==> config.mk <==
export PLATFORM = sky130hd
export DESIGN_NAME = serializer_flat
export DESIGN_NICKNAME = d
export VERILOG_FILES = /design/src/rtl/serializer_if.sv /design/src/rtl/serializer.sv /design/src/flat_wrapper.sv
export SDC_FILE = /design/constraint.sdc
export NUM_CORES = 1
export LEC_CHECK = 0
export CAP_MARGIN = 20
export CORE_MARGIN = 2
export CORE_UTILIZATION = 35
export DETAILED_ROUTE_END_ITERATION = 10
export SLEW_MARGIN = 15
export SYNTH_ARGS = -nofsm -noshare
export SYNTH_HDL_FRONTEND = slang
export SYNTH_SLANG_ARGS = --single-unit
export TNS_END_PERCENT = 10
==> constraint.sdc <==
create_clock -name clk -period 2.2 [get_ports clk]
set_input_delay 0.22 -clock clk [delete_from_list [all_inputs] [get_ports clk]]
set_output_delay 0.22 -clock clk [all_outputs]
set_load 0.005 [all_outputs]
==> src/rtl/serializer_if.sv <==
// serializer_if: parallel-source / serial-link bundle for the serializer
//   in_data, valid_data : parallel word and load request (source -> serializer)
//   ready               : serializer can accept a load on the next rising edge
//   out_data, out_valid : registered serial bit and its payload qualifier
//   last_bit            : out_data currently carries bit WIDTH-1
interface serializer_if #(parameter int WIDTH = 8);
    logic [WIDTH-1:0] in_data;
    logic             valid_data;
    logic             ready;
    logic             out_data;
    logic             out_valid;
    logic             last_bit;
    modport master (output in_data, valid_data, input ready, out_data, out_valid, last_bit);
    modport slave  (input in_data, valid_data, output ready, out_data, out_valid, last_bit);
endinterface

==> src/rtl/serializer.sv <==
// serializer: parallel-in, serial-out converter, LSB first, gapless back-to-back words
//   clk  : rising-edge clock
//   rst  : asynchronous active-high reset
//   bus  : serializer_if.slave (in_data/valid_data in; ready/out_data/out_valid/last_bit out)
module serializer #(
    parameter int   WIDTH      = 8,
    parameter logic IDLE_LEVEL = 1'b0
) (
    input  logic        clk,
    input  logic        rst,
    serializer_if.slave bus
);
    localparam int CW = $clog2(WIDTH);
    typedef enum logic {IDLE, SHIFT} state_t;
    state_t           state_q, state_d;
    logic [WIDTH-1:0] shift_q, shift_d;
    logic [CW-1:0]    cnt_q, cnt_d;
    logic             out_data_q, out_data_d;
    logic             out_valid_q, out_valid_d;
    logic             last_bit_q, last_bit_d;
    logic             ready;
    logic             load;
    // Accepting on the last bit lets the next word follow with no gap cycle.
    assign ready        = (state_q == IDLE) | last_bit_q;
    assign load         = bus.valid_data & ready;
    assign bus.ready    = ready;
    assign bus.out_data = out_data_q;
    assign bus.out_valid = out_valid_q;
    assign bus.last_bit = last_bit_q;
    always_comb begin
        state_d     = state_q;
        shift_d     = shift_q;
        cnt_d       = cnt_q;
        out_data_d  = out_data_q;
        out_valid_d = out_valid_q;
        last_bit_d  = last_bit_q;
        if (load) begin
            state_d     = SHIFT;
            shift_d     = bus.in_data;
            cnt_d       = '0;
            out_data_d  = bus.in_data[0];
            out_valid_d = 1'b1;
            last_bit_d  = 1'b0;
        end else if (last_bit_q) begin
            state_d     = IDLE;
            cnt_d       = '0;
            out_data_d  = IDLE_LEVEL;
            out_valid_d = 1'b0;
            last_bit_d  = 1'b0;
        end else if (state_q == SHIFT) begin
            // shift_q[0] is the bit on the wire; the next one is always at index 1.
            shift_d    = shift_q >> 1;
            out_data_d = shift_q[1];
            cnt_d      = cnt_q + 1'b1;
            last_bit_d = cnt_q == CW'(WIDTH - 2);
        end
    end
    always_ff @(posedge clk or posedge rst) begin
        if (rst) begin
            state_q     <= IDLE;
            shift_q     <= '0;
            cnt_q       <= '0;
            out_data_q  <= IDLE_LEVEL;
            out_valid_q <= 1'b0;
            last_bit_q  <= 1'b0;
        end else begin
            state_q     <= state_d;
            shift_q     <= shift_d;
            cnt_q       <= cnt_d;
            out_data_q  <= out_data_d;
            out_valid_q <= out_valid_d;
            last_bit_q  <= last_bit_d;
        end
    end
endmodule

==> src/flat_wrapper.sv <==
// flat-port wrapper written by rule: the top's interface ports become plain ports
module serializer_flat 
#(
    parameter int   WIDTH      = 8,
    parameter logic IDLE_LEVEL = 1'b0
)
  (clk, rst, bus_in_data, bus_valid_data, bus_ready, bus_out_data, bus_out_valid, bus_last_bit);
  serializer_if #(.WIDTH(WIDTH)) bus_i ();
  input  logic clk;
  input  logic rst;
  input wire logic [$bits(bus_i.in_data)-1:0] bus_in_data;
  input wire logic [$bits(bus_i.valid_data)-1:0] bus_valid_data;
  output wire logic [$bits(bus_i.ready)-1:0] bus_ready;
  output wire logic [$bits(bus_i.out_data)-1:0] bus_out_data;
  output wire logic [$bits(bus_i.out_valid)-1:0] bus_out_valid;
  output wire logic [$bits(bus_i.last_bit)-1:0] bus_last_bit;
  assign bus_i.in_data = bus_in_data;
  assign bus_i.valid_data = bus_valid_data;
  assign bus_ready = bus_i.ready;
  assign bus_out_data = bus_i.out_data;
  assign bus_out_valid = bus_i.out_valid;
  assign bus_last_bit = bus_i.last_bit;
  serializer #(.WIDTH(WIDTH), .IDLE_LEVEL(IDLE_LEVEL)) u_core (.clk(clk), .rst(rst), .bus(bus_i));
endmodule
Yosys cells after proc, flatten, opt, wreduce, memory -nomap -nowiden
Index checks and enable logic that the tools add are counted.
- flip-flop bits (word level): 14
- logic and storage cells: 29
- input port bits: 11
- add/subtract/negate cells: 1
- bitwise operators: 3
- multiplexer cells: 14
- equal/unequal tests: 2
- reductions and logical operators: 4
- operators with widths (cell ; count):
    $mux W8 ; 3
    $mux W3 ; 3
    $mux W1 ; 8
    $reduce_bool A2 Y1 ; 2
    $add A3 B1 Y3 const B ; 1
    $eq A3 B3 Y1 const B ; 1
    $reduce_bool A3 Y1 ; 1
    $ne A2 B2 Y1 const B ; 1
    $reduce_and A2 Y1 ; 1
    $and A1 B1 Y1 ; 1
    $not A1 Y1 ; 1
    $or A1 B1 Y1 ; 1

Longest topological paths before layout
Gate-level depths: netlist of run 1.
- depth in word-level cells: 5
- gate-level depth with buffers: 6

Worst setup path before layout of run 1
Ideal clock, no wire load.
- path kind: register -> output
- start: register u_core.state_q
- end: output bus_ready
- data arrival time: 0.945 ns
- slack: 1.035 ns
- cell stages (with the launch flop): 6
- required time: 1.980 ns
- cell sequence: dfrtp_1 buf_6 nor2b_4 buf_6 buf_8 inv_1
- word-level cells in the longest chain between the ends: 2
- ends and longest elaborated chain (item ; RTL line ; source):
    start, declared ; serializer.sv:15 ; state_t state_q, state_d;
    start signal, assigned ; serializer.sv:67 ; state_q <= state_d;
    $not A1 Y1 ; serializer.sv:24 ; assign ready = (state_q == IDLE) | last_bit_q;
    $or A1 B1 Y1 ; serializer.sv:24 ;
    end, declared ; flat_wrapper.sv:13 ; output wire logic [$bits(bus_i.ready)-1:0] bus_ready;
Every way passes these cells.

Final worst setup path of run 1
Ends and elaborated chain as after synthesis.

==> results.toml, run 1 <==
[logic_synthesis]
synth_edf_count = 0
ys_top_cells_by_count = "dfrtp_1 (13), mux2i_1 (7), nand2_1 (6), o21ai_2 (6), nor2_1 (5)"
syn_inst = 61
netlist_top_cells_area = "dfrtp_1 (48%), mux2i_1 (10%), o21ai_2 (7.7%), buf_6 (5.0%), ha_1 (3.7%)"
synthMostInstantiatedCell = "dfrtp_1"
synth_flop_cell = "dfrtp_1"
yosysWarnings = 0
ys_seq_area_share_pct = 48.0
async_flop_share_pct = 100
ys_types = 19
yosysTopAreaCell = "dfrtp_1"
yosysTopAreaCellShare_pct = 48.0
syn_nets = 74
synth-seq-cells = 13
synth_area_per_cell_sq_um = 11.1
netlist_area_sq_um = 678

[timing]
slew_headroom_pct = 57.7
rsz0062_at_grt = "false"
fin_crit_ns = 1.68
timing.final.ws_setup_ns = 0.523
finalCritPeriodShare_pct = 76.2
finalSetupViolCount = 0
finalHoldViolCount = 0
fmax_mhz = 596
worst_slew_pin_slew_ns = 0.633
finalClockSkew_ns = 0.00194
maxSlewViolCount = 0
fin_setup_tns_ns = 0

[power_and_ir_drop]
switchingPower_w = 0.000337
swShare_pct = 35.7
finalPower_w = 0.000942
pwr-share-comb_pct = 40.4
power_leakage_nw = 0.394
p_seq_share_pct = 43.8
ir_drop_mv = 0.509
pwr-share-clk_pct = 15.7
power.internal_w = 0.000606
cellPowerDensity_mw_per_mm2 = 1140

[clock_network]
clock-sinks = 13
ctsHoldBuffers = 0
clk_latency_ns = 0.27
clockBufferDepth = 2
clockRootBuffer = "clkbuf_4"
post_cts_buffers = 0
cts-buffers-inserted = 3
h-tree-depth = 1
cts_tree = "built"
post_cts_resized = 0
cts.clk_slew.worst_paths_ns = 0.08

[grt]
grt_pass1_vias = 423
overflow = 0
grt.total_usage_pct = 12.9
antenna_found_initial = 0
grt_pass1_wl_mm = 1.94
grt_max_degree = 17

[flow_run]
cap_violations = 0

[route]
vias = 464
wl_per_cell_um = 11.7
via_per_inst = 4.64
dr.first_iter.drc_count = 7
drcViolationCount = 0
ant_nets = 0
drtPass1Iterations = 3
wl_mm = 1.17

[critical_path]
cpMaxStageDelayCell = "clkdlybuf4s50_1"
crit_type = "reg -> out"
worstPathRequired_ns = 1.98
startpoint_type = "register"
cp-end-kind = "output pin"
path_delay_family = "buffers and inverters"
cp_max_fo = 9
crit_chain = "nor2b_4 -> inv_1 -> clkdlybuf4s50_1"
crit_path_max_incr_delay_ns = 0.49
worstPathArrival_ns = 1.46
cp_num_buf_inv = 2

[min_path]
hp-class = "in -> async"

[floorplanning]
start_util_pct = 38.0
die_h_um = 48.0
die_w_um = 48.0
fp.coreArea_sq_mm = 0.00178
fp-row-count = 15
die_area_sq_mm = 0.00231
io_pins = 15

[placed_design]
dpl.hpwl_um = 846
post-place-ws_ns = 0.610
placedCellCount = 96
io_buffers = 14
globalplace.congestion = 0.641

[layout]
n_antenna_cell = 0
drive_above_1_share_pct = 16.0
stdcell_count = 100
nets = 89
area_growth_pct = 22.3

[outcome]
status = "finished clean"
==> power groups by stage <==
stage	combinational [W]	sequential [W]	clock, W
after floorplan	0.000335	0.000389	0
after global placement	0.000379	0.000413	0
after detailed placement	0.000388	0.000420	0
after CTS	0.000389	0.000415	0.000156
after global routing	0.000432	0.000427	0.000173
final	0.000381	0.000413	0.000148
==> registers in the layout, summed over array words and instances (netlist names) <==
signal,cells
u_core.shift_q,7
u_core.cnt_q,3
u_core.bus.last_bit,1
u_core.state_q,1
u_core.bus.out_data,1
==> routing by layer <==
layer	up-vias	GRT usage, %	part of all wire (%)	wire length, um
met5	-	0	0	0
met4	0	4.86	1.0	12
met3	2	6.79	5.3	62
met2	11	18.9	46	539
met1	220	16.2	47	554
li1	231	-	-	-
==> through the flow <==
stage	cell area (sq um)	hold slack, ns	utilization (%)
5_1_grt	830	0.305	46.5
4_1_cts	830	0.271	46.5
2_1_floorplan	678	0.0970	-
6_report	830	0.257	46.5
3_3_place_gp	803	0.472	45.1
3_5_place_dp	803	0.473	45.1
==> worst register-to-register path, delay by kind of cell, from the launching register on <==
kind | cells | cell delay (ns)
flip-flops | 1 | 0.47
AO/OA/AOI/OAI | 2 | 0.25
AND/OR/NAND/NOR | 1 | 0.17
buffers and inverters | 1 | 0.20
==> final timing paths <==
path / endpoint / cells after the start / slack [ns] / startpoint
setup / recovery: bus_ready / 3 / 0.52 / u_core.state_q
hold / removal: u_core.shift_q[6] / 2 / 0.26 / rst
setup reg to reg: u_core.bus.out_data / 4 / 0.98 / u_core.state_q
hold reg to reg: u_core.shift_q[1] / 2 / 0.49 / u_core.shift_q[2]
max in group asynchronous: u_core.shift_q[7] / 2 / 1.61 / rst
min in group clk: u_core.shift_q[1] / 2 / 0.49 / u_core.shift_q[2]
==> cell families (layout without fill, tap and decap cells) <==
| family | count (synthesis) | count (layout) | synth area share (%) |
|---|---|---|---|
| mux | 7 | 7 | 10.3 |
| simple gates | 17 | 17 | 13.5 |
| buf+inv | 9 | 23 | 10.1 |
| compound gates | 12 | 12 | 13.1 |
| flops | 13 | 13 | 48.0 |
| xor+xnor | 1 | 1 | 1.29 |
| fa+ha+maj | 2 | 2 | 3.69 |
==> placed cells by master, fill, tap and decap left out <==
cell type / count
o21ai_2: 6
a21oi_1: 3
nor3b_1: 3
or2_1: 1
xor2_1: 1
ha_1: 2
mux2i_1: 7
clkdlybuf4s50_1: 14
and3_2: 1
dfrtp_1: 13
clkbuf_1: 1
clkbuf_4: 3
buf_4: 1
nor2_1: 5
o21ai_0: 1
a22oi_1: 1
inv_1: 4
nand2_1: 6
nor2b_4: 1
a32oi_1: 1
==> cell type report <==
| cell class | instances | area (sq um) |
|---|---|---|
| fill | 175 | 953 |
| inverter | 4 | 15.0 |
| clock buffer | 4 | 26.3 |
| multi-input combinational | 39 | 284 |
| sequential | 13 | 325 |
| tap | 25 | 31.3 |
| timing repair buffer | 15 | 148 |
Power figures use the tool's default switching activity.
==> run 2, diff against run 1 <==
==> constraint.sdc (replaced) <==
create_clock -name clk -period 1.5 [get_ports clk]
set_input_delay 0.15 -clock clk [delete_from_list [all_inputs] [get_ports clk]]
set_output_delay 0.15 -clock clk [all_outputs]
set_load 0.005 [all_outputs]
==> run 2 against run 1 <==
Sequential power increased by 40%. Critical endpoint is now bus_last_bit. Global-route usage increased by 0.69 points. Clock-buffer cell count unchanged. Wire length increased by 2.0%. Highest routed layer unchanged.
==> results.toml, run 2 (synthesized netlist as in run 1, its figures left out) <==
[outcome]
status = "finished clean"

[layout]
area_growth_pct = 27.1
regArea_sq_um = 327
multi_input_area_sq_um = 284
largest-register = "u_core.shift_q"
largest_reg_flops = 7
n_antenna_cell = 0
drive_above_1_share_pct = 21.5
reg_top3 = "u_core.shift_q: 7 flops, u_core.cnt_q: 3 flops"
layout_common_cells = "clkdlybuf4s50_1 (12), dfrtp_1 (12), mux2i_1 (7)"
nets = 93
nFillCells = 179
finalInstanceArea_sq_um = 862

[grt]
use_met3_pct = 5.66
grt.total_usage_pct = 13.6
grt_max_degree = 17
met1_usage_pct = 16.4
busiest_layer = "met2"
antenna_found_initial = 0
grt_pass1_vias = 462
grt_pass1_wl_mm = 2.11
grtUsageMet2_pct = 21.9
overflow = 0

[critical_path]
cp-end-kind = "output pin"
cp_num_buf_inv = 1
crit_type = "reg -> out"
crit_chain = "clkdlybuf4s50_1"
cp_max_fo = 4
worstPathRequired_ns = 1.35
startpoint_type = "register"
cpMaxStageDelayCell = "clkdlybuf4s50_1"
path_delay_family = "buffers and inverters"
crit_path_max_incr_delay_ns = 0.51
worstPathArrival_ns = 1.22

[route]
vias = 468
wl_per_cell_um = 11.5
drtPass1Iterations = 1
drcViolationCount = 0
via_per_inst = 4.50
dr.first_iter.drc_count = 0
wl_mm = 1.19
ant_nets = 0

[clock_network]
clk_latency_ns = 0.28
cts-buffers-inserted = 3
h-tree-depth = 1
cts.clk_slew.worst_paths_ns = 0.08
clockBufferDepth = 2
cts_tree = "built"
clock-sinks = 13
clockRootBuffer = "clkbuf_4"
ctsHoldBuffers = 0

[flow_run]
cap_violations = 0

[floorplanning]
die_w_um = 48.0
fp.coreArea_sq_mm = 0.00178
start_util_pct = 38.0
fp-row-count = 15
die_h_um = 48.0
io_pins = 15
die_area_sq_mm = 0.00231

[power_and_ir_drop]
power_leakage_nw = 0.417
finalPower_w = 0.00142
cellPowerDensity_mw_per_mm2 = 1640
ir_drop_mv = 0.619

[timing]
finalSetupViolCount = 0
worst_slew_pin_slew_ns = 0.496
hold_ws_ns = 0.185
maxSlewViolCount = 0
timing.final.ws_setup_ns = 0.134
finalCritPeriodShare_pct = 91.0
finalClockSkew_ns = 0.00118
rsz0062_at_grt = "false"
fmax_mhz = 732
fin_crit_ns = 1.37
finalHoldViolCount = 0
fin_setup_tns_ns = 0
slew_headroom_pct = 66.9

[placed_design]
placed_area_sq_um = 818
dpl.hpwl_um = 821
post-place-ws_ns = 0.224
io_buffers = 14
globalplace.congestion = 0.741

[min_path]
hp-class = "in -> async"
-- run 2: cell count changes in the layout (fill, tap and decap cells not counted), sizes merged --
cell / before / now
buf: 1 / 5
dlygate4sd2: 0 / 1
dlymetal6s2s: 0 / 1
clkdlybuf4s50: 14 / 12
-- run 2: area by class of cell --
| class | instances | share of cell area, % |
|---|---|---|
| Sequential cell | 13 | 37.9 |
| Multi-Input combinational cell | 39 | 32.9 |
| Inverter | 4 | 1.74 |
| Clock buffer | 4 | 3.05 |
| Tap cell | 25 | 3.63 |
| Timing Repair Buffer | 19 | 20.8 |
-- run 2: through the flow --
stage,utilization (%),instances
floorplan,-,61
global placement,45.9,98
detailed placement,45.9,98
CTS,48.2,104
global route,48.4,104
finish,48.4,104
-- run 2: repair_timing --
| item | in CTS | in global routing |
|---|---|---|
| hold endpoints to repair | 0 | 0 |
| setup endpoints to repair | 2 | 1 |
| setup buffers | 2 | 0 |
| resized for setup | 2 | 1 |
-- run 2: final timing paths --
kind | endpoint | slack (ns) | cells past startpoint | startpoint
worst min-delay path | u_core.cnt_q[0] | 0.19 | 2 | rst
worst max-delay path | bus_last_bit | 0.13 | 1 | u_core.bus.last_bit
max in group asynchronous | u_core.bus.last_bit | 0.96 | 2 | rst
worst max register to register | u_core.bus.out_data | 0.42 | 4 | u_core.state_q
worst min register to register | u_core.shift_q[4] | 0.48 | 2 | u_core.shift_q[5]
min in group clk | u_core.shift_q[7] | 0.48 | 3 | bus_in_data[7]
-- run 2: metal layers --
layer | vias to the layer above | share of wire, %
met5 | - | 0
met3 | 2 | 4.7
met1 | 220 | 46
met4 | 0 | 0.34
li1 | 237 | -
met2 | 9 | 49
-- run 2: where the power goes --
| part | internal (W) | switching, W |
|---|---|---|
| registers | 0.000490 | 0.0000869 |
| logic | 0.000315 | 0.000299 |
| clock network | 0.000103 | 0.000123 |
==> run 3, diff against run 2 <==
--- a/config.mk
+++ b/config.mk
@@ -6,6 +6,7 @@
 export NUM_CORES = 1
 export LEC_CHECK = 0
 export CAP_MARGIN = 20
+export CORE_ASPECT_RATIO = 1.1
 export CORE_MARGIN = 2
 export CORE_UTILIZATION = 35
 export DETAILED_ROUTE_END_ITERATION = 10
==> run 3 against run 2 <==
Wire length down 6.3%. Setup slack worse by 0.040 ns. Global-route usage down 1.6 points. Maximum frequency down 2.8%. First-iteration DRC count up 4. Critical path type unchanged. Clock-buffer cell count unchanged.
==> results.toml, run 3 (synthesized netlist as in run 1, its figures left out) <==
[floorplanning]
io_pins = 15
fp-row-count = 16
fp.coreArea_sq_mm = 0.00180
die_w_um = 46.0
start_util_pct = 37.6
die_h_um = 50.2
die_area_sq_mm = 0.00231

[layout]
final_common_cell = "clkdlybuf4s50_1"
largest-register = "u_core.shift_q"
n_antenna_cell = 0
nets = 93
largest_reg_flops = 7
reg_top3 = "u_core.shift_q: 7 flops, u_core.cnt_q: 3 flops"
layout_common_cells = "clkdlybuf4s50_1 (13), dfrtp_1 (12), mux2i_1 (7)"
nFillCells = 176
multi_input_area_sq_um = 284
drive_above_1_share_pct = 21.5
regArea_sq_um = 327
area_growth_pct = 27.9

[route]
drtPass1Iterations = 4
via_per_inst = 4.75
ant_nets = 0
vias = 461
wl_met3_um = 47
wl_mm = 1.12
wl_per_cell_um = 11.5
dr_wl_met2_um = 509
top_layer_used = "met4"
wl_met1_um = 548
drcViolationCount = 0
dr.first_iter.drc_count = 4

[critical_path]
cp-end-kind = "output pin"
r2r-end = "u_core.cnt_q[2]"
cp_max_fo = 8
cpMaxStageDelayCell = "clkdlybuf4s50_1"
cp_num_buf_inv = 2
startpoint_type = "register"
r2r_start = "u_core.cnt_q[0]"
cp-endpoint = "bus_out_valid"
r2r_slack_ns = 0.43
crit_type = "reg -> out"
path_depth = 2
crit_path_max_incr_delay_ns = 0.50
crit_start = "u_core.state_q"
path_delay_family = "buffers and inverters"
crit_chain = "buf_4 -> clkdlybuf4s50_1"
worstPathArrival_ns = 1.26
worstPathRequired_ns = 1.35
rr_worst_depth = 4

[grt]
grt_pass1_wl_mm = 2.02
grt.total_usage_pct = 12.1
grt_max_degree = 17
overflow = 0
antenna_found_initial = 0
grt_pass1_vias = 477

[placed_design]
io_buffers = 14
post-place-ws_ns = 0.237
globalplace.congestion = 0.645
dpl.hpwl_um = 781

[timing]
worst_slew_pin_slew_ns = 0.487
finalSetupViolCount = 0
fin_setup_tns_ns = 0
rsz0062_at_grt = "false"
finalHoldViolCount = 0
fin_crit_ns = 1.41
finalCritPeriodShare_pct = 93.7
slew_headroom_pct = 67.5
finalClockSkew_ns = 0.00575
timing.final.ws_setup_ns = 0.0948
fmax_mhz = 712
maxSlewViolCount = 0

[min_path]
hp-class = "in -> async"

[flow_run]
cap_violations = 0

[clock_network]
cts_tree = "built"
ctsHoldBuffers = 0
cts-buffers-inserted = 3
clk_latency_ns = 0.27
cts.clk_slew.worst_paths_ns = 0.08
clockRootBuffer = "clkbuf_4"
clock-sinks = 13
clockBufferDepth = 2
h-tree-depth = 1

[outcome]
status = "finished clean"

[power_and_ir_drop]
ir_drop_mv = 0.815
power_leakage_nw = 0.432
p_seq_share_pct = 40.9
pwr-share-comb_pct = 43.8
swShare_pct = 34.5
switchingPower_w = 0.000486
power.internal_w = 0.000920
pwr-share-clk_pct = 15.3
cellPowerDensity_mw_per_mm2 = 1620
-- run 3: cell count changes in the layout (fill, tap and decap cells not counted) --
| cell | before | now |
|---|---|---|
| buf_12 | 0 | 1 |
| dlygate4sd2_1 | 1 | 0 |
| clkdlybuf4s50_1 | 12 | 13 |
| buf_4 | 5 | 4 |
-- run 3: through the flow --
step,instances,power (W),hold slack [ns],instance area [sq um],util (%)
CTS,97,0.00144,0.219,865,48.0
global route,97,0.00154,0.263,867,48.1
floorplan,61,0.00106,0.0270,678,-
finish,97,0.00141,0.188,867,48.1
global placement,91,0.00118,0.468,822,45.6
detailed placement,91,0.00119,0.477,822,45.6
-- run 3: what timing repair did --
item | CTS | global route
buffers inserted | 2 | 0
setup endpoints to repair | 2 | 1
gates resized for setup | 1 | 1
-- run 3: power groups by stage --
stage	clock network, W	registers, W	logic (W)
finish	0.000215	0.000575	0.000616
global route	0.000237	0.000596	0.000707
CTS	0.000223	0.000578	0.000635
detailed placement	0	0.000590	0.000598
global placement	0	0.000588	0.000591
floorplan	0	0.000570	0.000491
-- run 3: cell type report --
cell class              instances  area share [%]
multi-input cells              39            32.8
inverters                       4            1.73
repair buffers                 19            22.2
clock buffers                   4            3.03
flip-flops and latches         13            37.7
well taps                      18            2.60
-- run 3: worst min path at each step --
| stage | slack (ns) | to | cells after the start |
|---|---|---|---|
| 3_3_place_gp | 0.47 | u_core.shift_q[1] | 2 |
| 3_5_place_dp | 0.48 | u_core.shift_q[5] | 2 |
| 6_report | 0.19 | u_core.shift_q[5] | 2 |
| 2_1_floorplan | 0.03 | u_core.bus.last_bit | 1 |
| 5_1_grt | 0.26 | u_core.cnt_q[2] | 2 |
| 4_1_cts | 0.22 | u_core.cnt_q[1] | 2 |
-- run 3: per-layer routing --
metal | vias up | GRT usage (%)
met5 | - | 0
met3 | 2 | 2.16
li1 | 240 | -
met2 | 10 | 17.8
met1 | 209 | 16.7
met4 | 0 | 5.71
